[config.mk]
export PLATFORM = sky130hd
export DESIGN_NAME = power_integrator
export DESIGN_NICKNAME = d
export VERILOG_FILES = /design/src/rtl/power_pkg.sv /design/src/rtl/mag_sq_pipe.sv /design/src/rtl/power_integrator.sv
export SDC_FILE = /design/constraint.sdc
export NUM_CORES = 2
export LEC_CHECK = 0
export BUFFER_PORTS_ARGS = -buffer_cell sky130_fd_sc_hd__buf_2
export CELL_PAD_IN_SITES_DETAIL_PLACEMENT = 1
export CELL_PAD_IN_SITES_GLOBAL_PLACEMENT = 1
export CORE_ASPECT_RATIO = 0.7
export CORE_MARGIN = 3
export CORE_UTILIZATION = 40
export DETAILED_ROUTE_END_ITERATION = 12
export PLACE_DENSITY_LB_ADDON = 0.1
export SLEW_MARGIN = 10
export SYNTH_ARGS = -nofsm -noshare
export SYNTH_HDL_FRONTEND = slang
export SYNTH_SLANG_ARGS = --single-unit
[constraint.sdc]
create_clock -name clk -period 6.55 [get_ports clk]
set_clock_uncertainty 0.05 [all_clocks]
set_input_delay 1.31 -clock clk [delete_from_list [all_inputs] [get_ports clk]]
set_output_delay 1.31 -clock clk [all_outputs]
set_load 0.01 [all_outputs]
[src/rtl/power_pkg.sv]
// Shared definitions for the power detector: default widths, the window
// FSM state type and the accumulator width helper.
package power_pkg;

  localparam int DEF_IN_W         = 16;
  localparam int DEF_LOG2_LEN_MAX = 10;

  // Window FSM: IDLE waits for the first sample of a window, ACCUM is mid-window.
  typedef enum logic {
    IDLE  = 1'b0,
    ACCUM = 1'b1
  } win_state_t;

  // Widest window sum: 2^log2_len_max samples of a 2*in_w-bit power.
  function automatic int acc_width(input int in_w, input int log2_len_max);
    return 2 * in_w + log2_len_max;
  endfunction

endpackage

[src/rtl/mag_sq_pipe.sv]
// Three-stage |x|^2 = re^2 + im^2 pipeline with a travelling valid bit.
// Stage 1 registers the sample, stage 2 the signed squares, stage 3 their
// unsigned sum. Datapath stages only load when their valid input is high.
module mag_sq_pipe #(
  parameter int IN_W = 16
) (
  input  logic                   clk,
  input  logic                   rst_n,
  input  logic signed [IN_W-1:0] re,
  input  logic signed [IN_W-1:0] im,
  input  logic                   in_en,
  output logic [2*IN_W-1:0]      power,
  output logic                   power_en
);

  localparam int PW = 2 * IN_W;

  logic signed [IN_W-1:0] re_s1_reg, im_s1_reg;
  logic                   v1_reg;
  logic signed [PW-1:0]   re_ext, im_ext;
  logic signed [PW-1:0]   sq_re_reg, sq_im_reg;
  logic                   v2_reg;
  logic [PW-1:0]          pow_reg;
  logic                   v3_reg;

  // Sign-extend before squaring so the product is full precision; the
  // largest square, (-2^(IN_W-1))^2, still fits as a positive PW-bit value.
  assign re_ext = {{IN_W{re_s1_reg[IN_W-1]}}, re_s1_reg};
  assign im_ext = {{IN_W{im_s1_reg[IN_W-1]}}, im_s1_reg};

  // Stage 1: capture the incoming sample.
  always_ff @(posedge clk or negedge rst_n) begin
    if (!rst_n) begin
      re_s1_reg <= '0;
      im_s1_reg <= '0;
      v1_reg    <= 1'b0;
    end else begin
      v1_reg <= in_en;
      if (in_en) begin
        re_s1_reg <= re;
        im_s1_reg <= im;
      end
    end
  end

  // Stage 2: signed squares of both components.
  always_ff @(posedge clk or negedge rst_n) begin
    if (!rst_n) begin
      sq_re_reg <= '0;
      sq_im_reg <= '0;
      v2_reg    <= 1'b0;
    end else begin
      v2_reg <= v1_reg;
      if (v1_reg) begin
        sq_re_reg <= re_ext * re_ext;
        sq_im_reg <= im_ext * im_ext;
      end
    end
  end

  // Stage 3: unsigned sum; max is 2^(PW-1), so PW bits never wrap.
  always_ff @(posedge clk or negedge rst_n) begin
    if (!rst_n) begin
      pow_reg <= '0;
      v3_reg  <= 1'b0;
    end else begin
      v3_reg <= v2_reg;
      if (v2_reg) begin
        pow_reg <= $unsigned(sq_re_reg) + $unsigned(sq_im_reg);
      end
    end
  end

  assign power    = pow_reg;
  assign power_en = v3_reg;

endmodule

[src/rtl/power_integrator.sv]
// Magnitude-squared power detector with 2^k-sample window integration.
// Emits the window sum (MEAN_MODE=0) or the truncated mean (MEAN_MODE=1).
// Optional feature macro POWER_INTEGRATOR_PEAK_EN adds peak_power, the
// largest per-sample power of each completed window.
module power_integrator
  import power_pkg::*;
#(
  parameter int IN_W         = DEF_IN_W,
  parameter int LOG2_LEN_MAX = DEF_LOG2_LEN_MAX,
  parameter int MEAN_MODE    = 0
) (
  input  logic                                 clk,
  input  logic                                 rst_n,
  input  logic signed [IN_W-1:0]               re,
  input  logic signed [IN_W-1:0]               im,
  input  logic                                 in_en,
  input  logic [$clog2(LOG2_LEN_MAX+1)-1:0]    log2_len,
  input  logic                                 clear,
  output logic [2*IN_W-1:0]                    power,
  output logic                                 power_en,
  output logic [2*IN_W+LOG2_LEN_MAX-1:0]       acc_power,
  output logic                                 acc_en,
  output logic [LOG2_LEN_MAX:0]                sample_cnt
`ifdef POWER_INTEGRATOR_PEAK_EN
  ,
  output logic [2*IN_W-1:0]                    peak_power
`endif
);

  localparam int KW = $clog2(LOG2_LEN_MAX + 1);
  localparam int PW = 2 * IN_W;
  localparam int AW = acc_width(IN_W, LOG2_LEN_MAX);
  localparam int CW = LOG2_LEN_MAX + 1;

  win_state_t     state_reg, state_next;
  logic [KW-1:0]  k_reg, k_next;
  logic [AW-1:0]  acc_reg, acc_next;
  logic [CW-1:0]  cnt_reg, cnt_next;
  logic [AW-1:0]  acc_power_reg, acc_power_next;
  logic           acc_en_reg, acc_en_next;

  logic [KW-1:0]  k_clamped, k_eff;
  logic [AW-1:0]  sum_val, result_val;
  logic [CW-1:0]  cnt_inc, target;
  logic           take, win_done;

  mag_sq_pipe #(
    .IN_W(IN_W)
  ) u_mag_sq_pipe (
    .clk     (clk),
    .rst_n   (rst_n),
    .re      (re),
    .im      (im),
    .in_en   (in_en),
    .power   (power),
    .power_en(power_en)
  );

  // Out-of-range window lengths saturate at the largest supported window.
  assign k_clamped = (log2_len > KW'(LOG2_LEN_MAX)) ? KW'(LOG2_LEN_MAX) : log2_len;
  // k is only sampled on the first sample of a window; later samples reuse it.
  assign k_eff     = (state_reg == IDLE) ? k_clamped : k_reg;
  assign sum_val   = acc_reg + {{(AW-PW){1'b0}}, power};
  assign cnt_inc   = cnt_reg + {{(CW-1){1'b0}}, 1'b1};
  assign target    = {{(CW-1){1'b0}}, 1'b1} << k_eff;
  // clear wins over a coincident sample, including the one closing a window.
  assign take      = power_en && !clear;
  assign win_done  = take && (cnt_inc == target);
  assign result_val = (MEAN_MODE != 0) ? (sum_val >> k_eff) : sum_val;

  // Window FSM state and accumulator registers.
  always_ff @(posedge clk or negedge rst_n) begin
    if (!rst_n) begin
      state_reg     <= IDLE;
      k_reg         <= '0;
      acc_reg       <= '0;
      cnt_reg       <= '0;
      acc_power_reg <= '0;
      acc_en_reg    <= 1'b0;
    end else begin
      state_reg     <= state_next;
      k_reg         <= k_next;
      acc_reg       <= acc_next;
      cnt_reg       <= cnt_next;
      acc_power_reg <= acc_power_next;
      acc_en_reg    <= acc_en_next;
    end
  end

  // Next-state logic: accumulate, close the window on the 2^k-th sample, or abort.
  always_comb begin
    state_next     = state_reg;
    k_next         = k_reg;
    acc_next       = acc_reg;
    cnt_next       = cnt_reg;
    acc_power_next = acc_power_reg;
    acc_en_next    = 1'b0;
    if (clear) begin
      state_next = IDLE;
      acc_next   = '0;
      cnt_next   = '0;
    end else if (take) begin
      k_next = k_eff;
      if (win_done) begin
        acc_power_next = result_val;
        acc_en_next    = 1'b1;
        acc_next       = '0;
        cnt_next       = '0;
        state_next     = IDLE;
      end else begin
        acc_next   = sum_val;
        cnt_next   = cnt_inc;
        state_next = ACCUM;
      end
    end
  end

  assign acc_power  = acc_power_reg;
  assign acc_en     = acc_en_reg;
  assign sample_cnt = cnt_reg;

`ifdef POWER_INTEGRATOR_PEAK_EN
  logic [PW-1:0] peak_run_reg, peak_run_next;
  logic [PW-1:0] peak_out_reg, peak_out_next;
  logic [PW-1:0] peak_cand;

  // Running max including the sample being taken this cycle.
  assign peak_cand = (power > peak_run_reg) ? power : peak_run_reg;

  // Peak registers: running max and the value published with acc_en.
  always_ff @(posedge clk or negedge rst_n) begin
    if (!rst_n) begin
      peak_run_reg <= '0;
      peak_out_reg <= '0;
    end else begin
      peak_run_reg <= peak_run_next;
      peak_out_reg <= peak_out_next;
    end
  end

  // Peak tracking follows the accumulator: cleared on abort and window end.
  always_comb begin
    peak_run_next = peak_run_reg;
    peak_out_next = peak_out_reg;
    if (clear) begin
      peak_run_next = '0;
    end else if (win_done) begin
      peak_out_next = peak_cand;
      peak_run_next = '0;
    end else if (take) begin
      peak_run_next = peak_cand;
    end
  end

  assign peak_power = peak_out_reg;
`endif

endmodule
# Word-level counts from Yosys, hierarchy flattened
# Index checks and enable logic that the tools add are counted.
# W data, S select, Z words.
[word_totals]
ff_bits = 232
output_inout_bits = 87
elab_cells = 43
input_bits = 40
[op_classes]
n_bitwise = 1
n_shift = 1
n_addsub = 3
n_reduce_logical = 6
mul = 2
order_cmp = 1
mux = 14
n_eq_ne = 1
[ops]
columns = ["op", "n"]
rows = [
  ["$mux W42", 3],
  ["$mul A16 B16 Y32", 2],
  ["$add A42 B32 Y42", 1],
  ["$mux W11", 3],
  ["$add A32 B32 Y32", 1],
  ["$add A11 B1 Y11 const B", 1],
  ["$eq A11 B11 Y1", 1],
  ["$shl A1 B4 Y11 const A", 1],
  ["$mux W4", 2],
  ["$mux W1", 6],
  ["$gt A4 B4 Y1 const B", 1],
  ["$reduce_and A3 Y1", 1],
  ["$logic_and A1 B1 Y1", 2],
  ["$reduce_and A2 Y1", 1],
  ["$reduce_bool A2 Y1", 1],
  ["$logic_not A1 Y1", 1],
  ["$not A1 Y1", 1],
]

# Depth between registers and ports, before layout
[depth]
word_depth = 9
mapped_depth = 25
mapped_depth_nobuf = 24

# By module
# A second synthesis with hierarchy kept.
[hier_totals]
cells_unflattened = 3146
hier_area_um2 = 30276.5
[by_module_without_submodules]
columns = ["mod", "seq_area_each_um2", "instances", "cells_per_inst", "area_each_um2"]
rows = [
  ["mag_sq_pipe", 3228.1, 1, 2478, 23909.2],
  ["power_integrator", 2527.4, 1, 668, 6367.4],
]

# Worst setup path after synthesis
# Ideal clock, no wire load.
[synth_timing]
path_type = "flip-flop to flip-flop"
from = "reg u_mag_sq_pipe.re_s1_reg[9]"
to = "reg u_mag_sq_pipe.sq_re_reg[24]"
setup_ns = 0.129
path_stages_with_launch = 22
t_required_ns = 6.371
period_less_slack_ns = 6.141
arrival_ns = 5.963
slack_ns = 0.409
n_path_buf = 1
path_cell_list = "dfrtp_1 -> clkbuf_1 -> nand2_1 -> inv_1 -> fa_1 -> inv_1 -> fa_1 -> fa_1 -> fa_1 -> inv_1 -> fa_1 -> fa_1 -> ha_1 -> a21o_1 -> a21o_1 -> a21o_1 -> a41o_1 -> nand3_1 -> a21boi_0 -> o41ai_1 -> mux2i_1 -> a2111o_1"
[synth_via]
elab_chain_cells = 1
[synth_lines]
columns = ["item", "line_no", "source"]
rows = [
  ["from (decl)", "mag_sq_pipe.sv:18", "logic signed [IN_W-1:0] re_s1_reg, im_s1_reg;"],
  ["from (signal assigned)", "mag_sq_pipe.sv:40", "re_s1_reg <= re;"],
  ["$mul A16 B16 Y32", "mag_sq_pipe.sv:55", "sq_re_reg <= re_ext * re_ext;"],
  ["to (signal assigned)", "mag_sq_pipe.sv:55", ""],
  ["to (decl)", "mag_sq_pipe.sv:21", "logic signed [PW-1:0] sq_re_reg, sq_im_reg;"],
]
# No other way between the ends.
# A chain may end at the register's enable or synchronous reset.

# Worst setup path after layout
[layout_timing]
from = "reg u_mag_sq_pipe.im_s1_reg[12]"
to = "reg u_mag_sq_pipe.sq_im_reg[31]"
[layout_via]
elab_chain_cells = 1
[layout_lines]
columns = ["item", "line_no", "source"]
rows = [
  ["from (decl)", "mag_sq_pipe.sv:18", ""],
  ["from (signal assigned)", "mag_sq_pipe.sv:41", "im_s1_reg <= im;"],
  ["$mul A16 B16 Y32", "mag_sq_pipe.sv:56", "sq_im_reg <= im_ext * im_ext;"],
  ["to (signal assigned)", "mag_sq_pipe.sv:56", ""],
  ["to (decl)", "mag_sq_pipe.sv:21", ""],
]
# No other way between the ends.

==> impl_metrics.json <==
{
  "worstMarginPinSlew_ns": 1.17,
  "highest_layer": "met4",
  "crit_type": "register to register",
  "syn_to_final_growth_pct": 12.3,
  "placed_area_um2": 32400,
  "cp_slowest_cell": "fa_1",
  "stdcell_area_um2": 33700,
  "die_h_um": 235,
  "hpwl_um": 70200,
  "cpPeakStageDelay_ns": 0.53,
  "wl_met3_um": 3480,
  "grt_pass1_wl_um": 137000,
  "clkLatencyLatePin_ns": 0.61,
  "crit_fanout": 4,
  "grt.total_usage": 0.219,
  "rows": 83,
  "cts_tree": "built",
  "core_area_um2": 73800,
  "clock_path_buffers": 3,
  "slew_headroom": 0.217,
  "crit_required_ns": 7.00,
  "initial_core_util": 0.407,
  "fmax_mhz": 158,
  "critPathTopFamily": "adder cells",
  "grt_pass1_vias": 24298,
  "port_buffers": 126,
  "antenna_found_initial": 3,
  "worst_setup_path_end_kind": "register",
  "cp.buffers_inverters": 8,
  "avgSynthCellArea_um2": 9.83,
  "synthArstFlopShare": 1.00,
  "critPathLaunchType": "register",
  "wirelength_um": 84100,
  "maxCapViolCount": 0,
  "ys.flop_type": "dfrtp_1",
  "cts-hold-fix-buffers": 0,
  "hold_viol": 0,
  "drt-met1-wl_um": 43600,
  "drt.antenna.violating_nets": 0,
  "drtIter0Drc": 1073,
  "grt.overflow.total": 0,
  "finalCriticalPeriod_ns": 6.33,
  "path_clk_slew_ns": 0.07,
  "ys_seq_area_frac": 0.192,
  "syn_area_um2": 30000,
  "syn_inst": 3055,
  "synth_warnings": 0,
  "final_cell_mix": "inv_1 (657), fa_1 (465), nand2_1 (241), ha_1 (240), dfrtp_1 (206)",
  "clock-sinks": 230,
  "place.gp.congestion": 0.868,
  "viasPerCell": 5.10,
  "drt-pass1-iter-count": 5,
  "yosys_register_bits": 230,
  "fin_util": 0.457,
  "cp_common_cell": "inv_1",
  "final_max_slew_viol_count": 0,
  "wire_per_inst_um": 19.8,
  "period_share": 0.967,
  "clock-root-buffer": "clkbuf_16",
  "status": "completed",
  "synth_nets": 3811,
  "drive_above_1_share": 0.160,
  "rsz0062_at_grt": "yes",
  "crit_path_cell_trace": "inv_1, nor2_1, inv_1, fa_1, inv_1, fa_1, inv_1, fa_1, inv_1, fa_1, fa_1, inv_1, fa_1, inv_1, ha_1, nand3_1, nor3_1, buf_4, a221o_1, a32oi_2, a21oi_2, a21oi_1, xnor2_1, mux2_2",
  "fin_cells": 4251,
  "grt_max_degree": 125,
  "final_common_cell": "inv_1",
  "numPlacedInstances": 4184,
  "hold_path_class": "register to register",
  "die_area_um2": 78500,
  "drc": 0,
  "synth_cell_types": 89,
  "arrival_ns": 6.78,
  "htreeDepth": 1,
  "vias": 21660,
  "cts_made_buffers": 29,
  "pin_count": 127,
  "die_w_um": 334,
  "num-nets-final": 4008,
  "synth_edf_count": 0,
  "wl_met2_um": 35500,
  "setup_viol": 0
}
## repair_timing
action / CTS / global route
gates resized for setup: 4 / 75
setup endpoints to repair: 3 / 18
setup buffers: 0 / 14
pin swaps: 0 / 9
## synth_stat cells (17+ instances only)
cell type / instances / share of area
nand3_1: 36 / 0.0060
nand2b_1: 25 / 0.0052
o21ai_0: 93 / 0.015
mux2_2: 82 / 0.031
and3_1: 17 / 0.0035
nand2_1: 245 / 0.031
a21oi_1: 112 / 0.019
fa_1: 470 / 0.31
inv_1: 657 / 0.082
dfrtp_1: 230 / 0.19
xor2_1: 40 / 0.012
nor3_1: 27 / 0.0045
o21a_1: 18 / 0.0045
ha_1: 246 / 0.10
a21o_1: 56 / 0.014
and2_1: 79 / 0.016
a31oi_1: 20 / 0.0042
nor2_1: 121 / 0.015
a22o_1: 35 / 0.010
xnor2_1: 110 / 0.032
mux2_4: 30 / 0.015
nor2b_1: 20 / 0.0042
clkbuf_1: 69 / 0.0086
## layer usage
| layer | track usage | up-vias |
|---|---|---|
| met5 | 0 | - |
| met4 | 0.0376 | 0 |
| met3 | 0.0305 | 66 |
| met2 | 0.326 | 340 |
| met1 | 0.342 | 11192 |
| li1 | - | 10062 |
## stage by stage
step                TNS [ns]  hold slack [ns]  worst slack [ns]
CTS                        0            0.439            0.0434
detailed placement    -0.128            0.424           -0.0702
finish                     0            0.435             0.219
floorplan                  0            0.302             0.409
global route          -0.104            0.441           -0.0555
global placement           0            0.409            0.0376
## final timing paths
check | start | endpoint | slack, ns | cells after the start
min | acc_power[39] | acc_power[39] | 0.44 | 1
max in group asynchronous | rst_n | u_mag_sq_pipe.v1_reg | 4.45 | 2
max | u_mag_sq_pipe.im_s1_reg[12] | u_mag_sq_pipe.sq_im_reg[31] | 0.22 | 24
max reg2reg | u_mag_sq_pipe.im_s1_reg[12] | u_mag_sq_pipe.sq_im_reg[31] | 0.22 | 24
min in group asynchronous | rst_n | u_mag_sq_pipe.im_s1_reg[4] | 0.74 | 1
min reg2reg | acc_power[39] | acc_power[39] | 0.44 | 1
## cell type report
cell class | count | area (um2)
clock inverters | 14 | 145
well taps | 977 | 1220
multi-input cells | 2071 | 21600
inverters | 661 | 2480
fillers | 8361 | 40100
clock buffers | 38 | 810
flip-flops and latches | 230 | 5790
diodes | 1 | 2.50
repair buffers | 259 | 1710
## cell families after synthesis
family                     count (synthesis)  synth area share
xor gates and xnor gates                 150            0.0437
buffers and inverters                    754            0.0973
adders and majority gates                716             0.416
and+or+nand+nor                          624            0.0991
DFF                                      230             0.192
muxes                                    127            0.0511
AOI/OAI and AO/OA                        454             0.102
Power is left out: the tool's default activity adds up to more than one toggle a clock period on the data nets, which glitch-free logic cannot reach.
